`src/rtl/subtractor.sv`:
```
// Registered two's-complement subtractor: res = a - b mod 2^SIZE, with borrow,
// signed-overflow, zero and negative flags. One-cycle latency, valid travels along.
module subtractor #(
  parameter int SIZE = 32
) (
  input  logic            clk,
  input  logic            rst_n,
  input  logic            in_valid,
  input  logic [SIZE-1:0] a,
  input  logic [SIZE-1:0] b,
  output logic [SIZE-1:0] res,
  output logic            out_valid,
  output logic            borrow,
  output logic            ovf,
  output logic            zero,
  output logic            neg
);

  localparam int NGRP = (SIZE + 3) / 4;

  logic [SIZE-1:0] g;
  logic [SIZE-1:0] p;
  logic [SIZE:0]   c;
  logic [SIZE-1:0] diff;
  logic            grp_g;
  logic            grp_p;
  logic            cout;
  logic            ovf_d;

  // a - b is a + ~b + 1, so generate/propagate use the inverted subtrahend.
  assign g = a & ~b;
  assign p = a ^ ~b;

  // Each carry inside a 4-bit group is formed from the group's carry-in and the
  // running group generate/propagate, so groups look ahead internally and ripple
  // between one another. The last group may be narrower than 4 bits.
  always_comb begin
    // NOTE: every combinational output gets a default first so no path leaves it unassigned (no latch).
    c     = '0;
    c[0]  = 1'b1;
    grp_g = 1'b0;
    grp_p = 1'b1;
    for (int gi = 0; gi < NGRP; gi++) begin
      grp_g = 1'b0;
      grp_p = 1'b1;
      for (int k = 0; k < 4 && (4 * gi + k) < SIZE; k++) begin
        grp_g = g[4*gi+k] | (p[4*gi+k] & grp_g);
        grp_p = grp_p & p[4*gi+k];
        c[4*gi+k+1] = grp_g | (grp_p & c[4*gi]);
      end
    end
  end

  assign diff  = p ^ c[SIZE-1:0];
  assign cout  = c[SIZE];
  assign ovf_d = (a[SIZE-1] != b[SIZE-1]) && (diff[SIZE-1] != a[SIZE-1]);

  always_ff @(posedge clk or negedge rst_n) begin
    if (!rst_n) begin
      res       <= '0;
      out_valid <= 1'b0;
      borrow    <= 1'b0;
      ovf       <= 1'b0;
      // NOTE: zero resets high so the flag agrees with the cleared result.
      zero      <= 1'b1;
      neg       <= 1'b0;
    end else begin
      // NOTE: sequential state uses non-blocking assignments only.
      out_valid <= in_valid;
      if (in_valid) begin
        res    <= diff;
        borrow <= ~cout;
        ovf    <= ovf_d;
        zero   <= (diff == '0);
        neg    <= diff[SIZE-1];
      end
    end
  end

endmodule

```
`config.mk`:
```
export PLATFORM = sky130hd
export DESIGN_NAME = subtractor
export DESIGN_NICKNAME = d
export VERILOG_FILES = /design/src/rtl/subtractor.sv
export SDC_FILE = /design/constraint.sdc
export NUM_CORES = 1
export LEC_CHECK = 0
export ABC_CLOCK_PERIOD_IN_PS = 1450
export CORE_UTILIZATION = 30
export DETAILED_ROUTE_END_ITERATION = 10
export GPL_ROUTABILITY_DRIVEN = 0
export MAX_ROUTING_LAYER = met4
export SYNTH_ARGS = -nofsm -noshare
export SYNTH_HDL_FRONTEND = slang
export SYNTH_SLANG_ARGS = --single-unit
```
`constraint.sdc`:
```
create_clock -name clk -period 1.45 [get_ports clk]
set_clock_uncertainty 0.2 [all_clocks]
set_input_delay 0.3625 -clock clk [delete_from_list [all_inputs] [get_ports clk]]
set_output_delay 0.3625 -clock clk [all_outputs]
set_load 0.02 [all_outputs]
```
=== Yosys cells after proc, flatten, opt, wreduce, memory -nomap -nowiden ===
Cells that the tools add are included.

* Register bits after elaboration: 37
* Bits of input ports: 67
* Output and inout bits: 37
* Word-level logic and storage cells: 147

* Eq/ne operators: 2
* Bitwise gates (word level): 137
* Reduce and logical (&&, ||, !) cells: 2

{| class="wikitable"
|+ Operators with widths
! kind !! number
|-
| bitwise AND 1 bit || 76
|-
| XOR 32 bit || 2
|-
| OR 1 bit || 56
|-
| bitwise AND 32 bit || 1
|-
| zero test 32 bit || 1
|-
| inverter 32 bit || 1
|-
| inequality test 1 bit || 2
|-
| logical AND 1 bit || 1
|-
| inverter 1 bit || 1
|}

=== Logic depth before layout (Yosys ltp) ===
* Word-level depth: 26
* Gate-level depth with buffers: 19

=== Least setup slack after synthesis ===
No wires, ideal clock.

* Path type: input to register
* Start point: input b[3]
* End point: register zero
* Setup time: 73 ps
* Data arrival time: 3888 ps
* Setup slack: -2711 ps
* Cell stages on the path: 15
* Cell sequence: inv_1 -> ha_1 -> o21a_2 -> o22ai_2 -> or4b_4 -> a2111oi_0 -> o22ai_1 -> fa_1 -> nand4_1 -> nor4_1 -> nand4_1 -> a211oi_2 -> o21ai_1 -> or4_1 -> a21oi_1

* Word-level cells in the longest chain between the ends: 21

{| class="wikitable"
|+ Ends and longest elaborated chain
! what !! RTL line !! RTL
|-
| from (decl) || 10 || <nowiki>input logic [SIZE-1:0] b,</nowiki>
|-
| inverter 32 bit * || 31, 32 ||
|-
| XOR 32 bit || 32 || <nowiki>assign p = a ^ ~b;</nowiki>
|-
| bitwise AND 1 bit || 47 || <nowiki>grp_g = g[4*gi+k] | (p[4*gi+k] & grp_g);</nowiki>
|-
| OR 1 bit || 47 ||
|-
| OR 1 bit || 49 || <nowiki>c[4*gi+k+1] = grp_g | (grp_p & c[4*gi]);</nowiki>
|-
| bitwise AND 1 bit || 49 ||
|-
| OR 1 bit || 49 ||
|-
| bitwise AND 1 bit || 49 ||
|-
| [... 5 more ...] || n/a ||
|-
| bitwise AND 1 bit || 49 ||
|-
| OR 1 bit || 49 ||
|-
| bitwise AND 1 bit || 49 ||
|-
| OR 1 bit || 49 ||
|-
| bitwise AND 1 bit || 49 ||
|-
| OR 1 bit || 49 ||
|-
| XOR 32 bit * || 54 || <nowiki>assign diff = p ^ c[SIZE-1:0];</nowiki>
|-
| zero test 32 bit * || 74 || <nowiki>zero <= (diff == '0);</nowiki>
|-
| to (signal assigned) || 74 ||
|-
| to (decl) || 15 || <nowiki>output logic zero,</nowiki>
|}

Mark *: on every way between the ends. The rest lies on a longest branch, timed or not.
A chain may end at the register's enable or synchronous reset.

=== Final worst setup path ===
Ends and elaborated chain as after synthesis.

==> impl_metrics.ini <==
[routing]
remaining_drc_errors = 0
totalWireLength_um = 10500
drtIter0Drc = 101
routedWlPerCell_um = 14.5
via_per_inst = 4.74
detail-route-antenna-nets = 0
firstDrtPassIters = 4
vias = 3425

[worst_setup_path]
cp_max_fo = 3
crit_buf_inv = 2
max_stage_delay_ns = 0.59
startpoint_type = primary input
cp.required_ns = 1.48
path_common_cell = nand4_1
criticalPathCategory = primary input to register
critPathTopFamily = simple AND/OR/NAND/NOR gates
arrival_ns = 3.91
cp-end-kind = register
crit_chain = buf_8 > inv_12 > ha_4 > o21a_4 > o22ai_4 > or4b_4 > a2111oi_4 > o22ai_2 > fa_2 > nand4_1 > nor4_2 > nand4_1 > a211oi_2 > o21ai_1 > or4_1 > a21oi_2
crit_slowest_cell = fa_2

[pwr]
p_clk_frac = 0.146
p_per_area_nw_per_um2 = 816
seqPwrFrac = 0.273
power_mw = 4.96
p_comb_frac = 0.581
p_int_mw = 3.10
p_leak_nw = 2.86
ir_drop_mv = 0.399
p_sw_mw = 1.86
sw_frac_of_total = 0.375

[layout]
antenna_cells = 0
nets = 695
syn2layout_area_growth_pct = 98.4
mostFrequentLayoutCell = buf_4
drive_gt1_frac = 0.611
layout_common_cells = buf_4, buf_2, dfrtp_1
fin_area_um2 = 6080

[die]
ioPinCount = 104
die_w_um = 103
initial_core_util = 0.312
row_count = 36
die_area_um2 = 10600
core_area_um2 = 9820
die_y_um = 103

[timing]
period_share = 2.67
slew_headroom = 0.717
worst_pin_slew_ns = 0.422
finalSetupViolations = 36
fin_crit_ns = 3.88
fmax_mhz = 258
finalHoldViolCount = 0
slew_viol_final = 0
setup_ws_ns = -2.43
rsz0062_at_grt = true
finalHoldWorstSlack_ns = 0.288

[yosys]
synth_edf_count = 0
ys_warn_count = 0
yosysTopAreaCell = dfrtp_1
synth-seq-area-share = 0.295
synth_ff_type = dfrtp_1
synth.area.top_cells = dfrtp_1, ha_1, mux2_2
synthDistinctLibCells = 56
avgSynthCellArea_um2 = 9.11
ys_seq_elements = 36
async_flop_share = 1.00
syn_nets = 443
syn_area_um2 = 3060
synth_top_area_frac = 0.286
syn_inst = 336

[clock_tree]
cts_buffers = 5
clk_latency_ns = 0.30
cts_buffer_depth = 2
root_buffer = clkbuf_8
htreeDepth = 2
clkTransAtPathRegs_ns = 0.07
cts_sinks = 36
cts_tree = built

[global_routing]
met2_usage = 0.361
grt.met3_usage = 0.0231
grt_usage = 0.202
antenna_found_initial = 0
grt_max_degree = 25
grt_pass1_vias = 3556
grt-ovfl-total = 0
grt_pass1_wl_um = 16000
busiest_layer = met2
met1_usage = 0.239

[placed_design]
dp_hpwl_um = 7830
portBuffers = 103
placed_area_um2 = 5350

[run_status]
failed_checks = negative setup slack
outcome = complete, but fails checks

[job]
maxCapViolations = 0

[worst_hold_path]
hold_path_class = register to register
metal layers:
metal  up-vias  part of all wire
li1       1681                 -
met2        99              0.51
met1      1632              0.43
met3        13             0.047
met5         -                 0
met4         0             0.017
sequential cells by signal, summed over array words and instances, names as in the netlist:
register   count
borrow         1
neg            1
out_valid      1
ovf            1
res           31
zero           1
metrics by stage:
step / setup TNS [ns] / instances / setup WS [ns] / util
finish: -40.45 / 722 / -2.43 / 0.619
global route: -43.20 / 722 / -2.55 / 0.619
CTS: -38.40 / 710 / -2.35 / 0.594
detailed placement: -68.03 / 676 / -3.21 / 0.545
global placement: -66.60 / 676 / -3.09 / 0.545
floorplan: -35.53 / 336 / -2.36 / -
what timing repair did:
item | 4_1_cts | 5_1_grt
resized for setup | 362 | 46
pin swaps | 46 | 16
setup buffers | 28 | 15
setup endpoints to repair | 72 | 45
hold endpoints to repair | 9 | 0
gates cloned | 0 | 0
hold buffers | 1 | 0
worst paths after layout:
kind,from,endpoint,slack (ns),cells past startpoint
worst max-delay path,b[3],zero$_DFFE_PN1P_,-2.43,16
worst min-delay path,res[27]$_DFFE_PN0P_,res[27]$_DFFE_PN0P_,0.29,1
worst max register to register,zero$_DFFE_PN1P_,zero$_DFFE_PN1P_,0.26,4
worst min register to register,res[27]$_DFFE_PN0P_,res[27]$_DFFE_PN0P_,0.29,1
max in group asynchronous,rst_n,res[13]$_DFFE_PN0P_,0.27,3
min in group asynchronous,rst_n,res[3]$_DFFE_PN0P_,0.30,2
power by group through the flow:
| stage | combinational, mW | sequential (mW) | clock [mW] |
|---|---|---|---|
| finish | 2.88 | 1.35 | 0.724 |
| CTS | 2.65 | 1.35 | 0.735 |
| floorplan | 0.956 | 1.62 | 0 |
| global route | 3.09 | 1.38 | 0.790 |
| global placement | 2.53 | 1.37 | 0 |
| detailed placement | 2.56 | 1.38 | 0 |
synthesized netlist by cell type, types with 2 or more instances:
| cell | number |
|---|---|
| nand3b_1 | 2 |
| nand3_1 | 6 |
| o31ai_1 | 5 |
| o211ai_1 | 2 |
| or4_1 | 2 |
| o21ai_0 | 15 |
| xnor2_1 | 15 |
| nor2b_1 | 2 |
| inv_1 | 43 |
| ha_1 | 33 |
| mux2i_1 | 2 |
| o21a_2 | 2 |
| nand4_1 | 5 |
| nor2_1 | 17 |
| dfrtp_1 | 35 |
| o2bb2ai_1 | 2 |
| mux2_2 | 19 |
| o21a_1 | 3 |
| a211o_1 | 2 |
| or3_1 | 4 |
| nor3_1 | 13 |
| a21oi_1 | 17 |
| or2_2 | 2 |
| nor4b_1 | 2 |
| a211oi_1 | 3 |
| xor2_1 | 6 |
| and3_1 | 3 |
| o21ai_1 | 2 |
| clkbuf_1 | 8 |
| fa_1 | 7 |
| nor4_1 | 2 |
| and2_2 | 2 |
| a21o_1 | 7 |
| a221oi_1 | 2 |
| nand2_1 | 23 |
cell type report:
cell class	instances	area, um^2
Multi-Input combinational cell	247	2680
Sequential cell	36	902
Fill cell	845	3740
Clock buffer	7	76.3
Clock inverter	1	5.00
Inverter	44	200
Timing Repair Buffer	254	2050
Tap cell	133	166
worst register-to-register path, stage by stage, from the launching register on:
cell and delay, ns:
dfstp_2 0.55, nand2_1 0.09, o41ai_1 0.07, o2bb2ai_1 0.11, a21oi_2 0.11
kinds of logic (layout without fill, tap and decap cells):
kind of cell    Yosys count  count (layout)  synth area share
flops                    36              36             0.295
xor+xnor                 21              21            0.0601
buf+inv                  53             306            0.0662
fa+ha+maj                40              40             0.181
mux                      21              21            0.0764
simple gates             91              91             0.156
compound gates           74              74             0.166
Note: power is estimated with default switching activity, not from simulation.
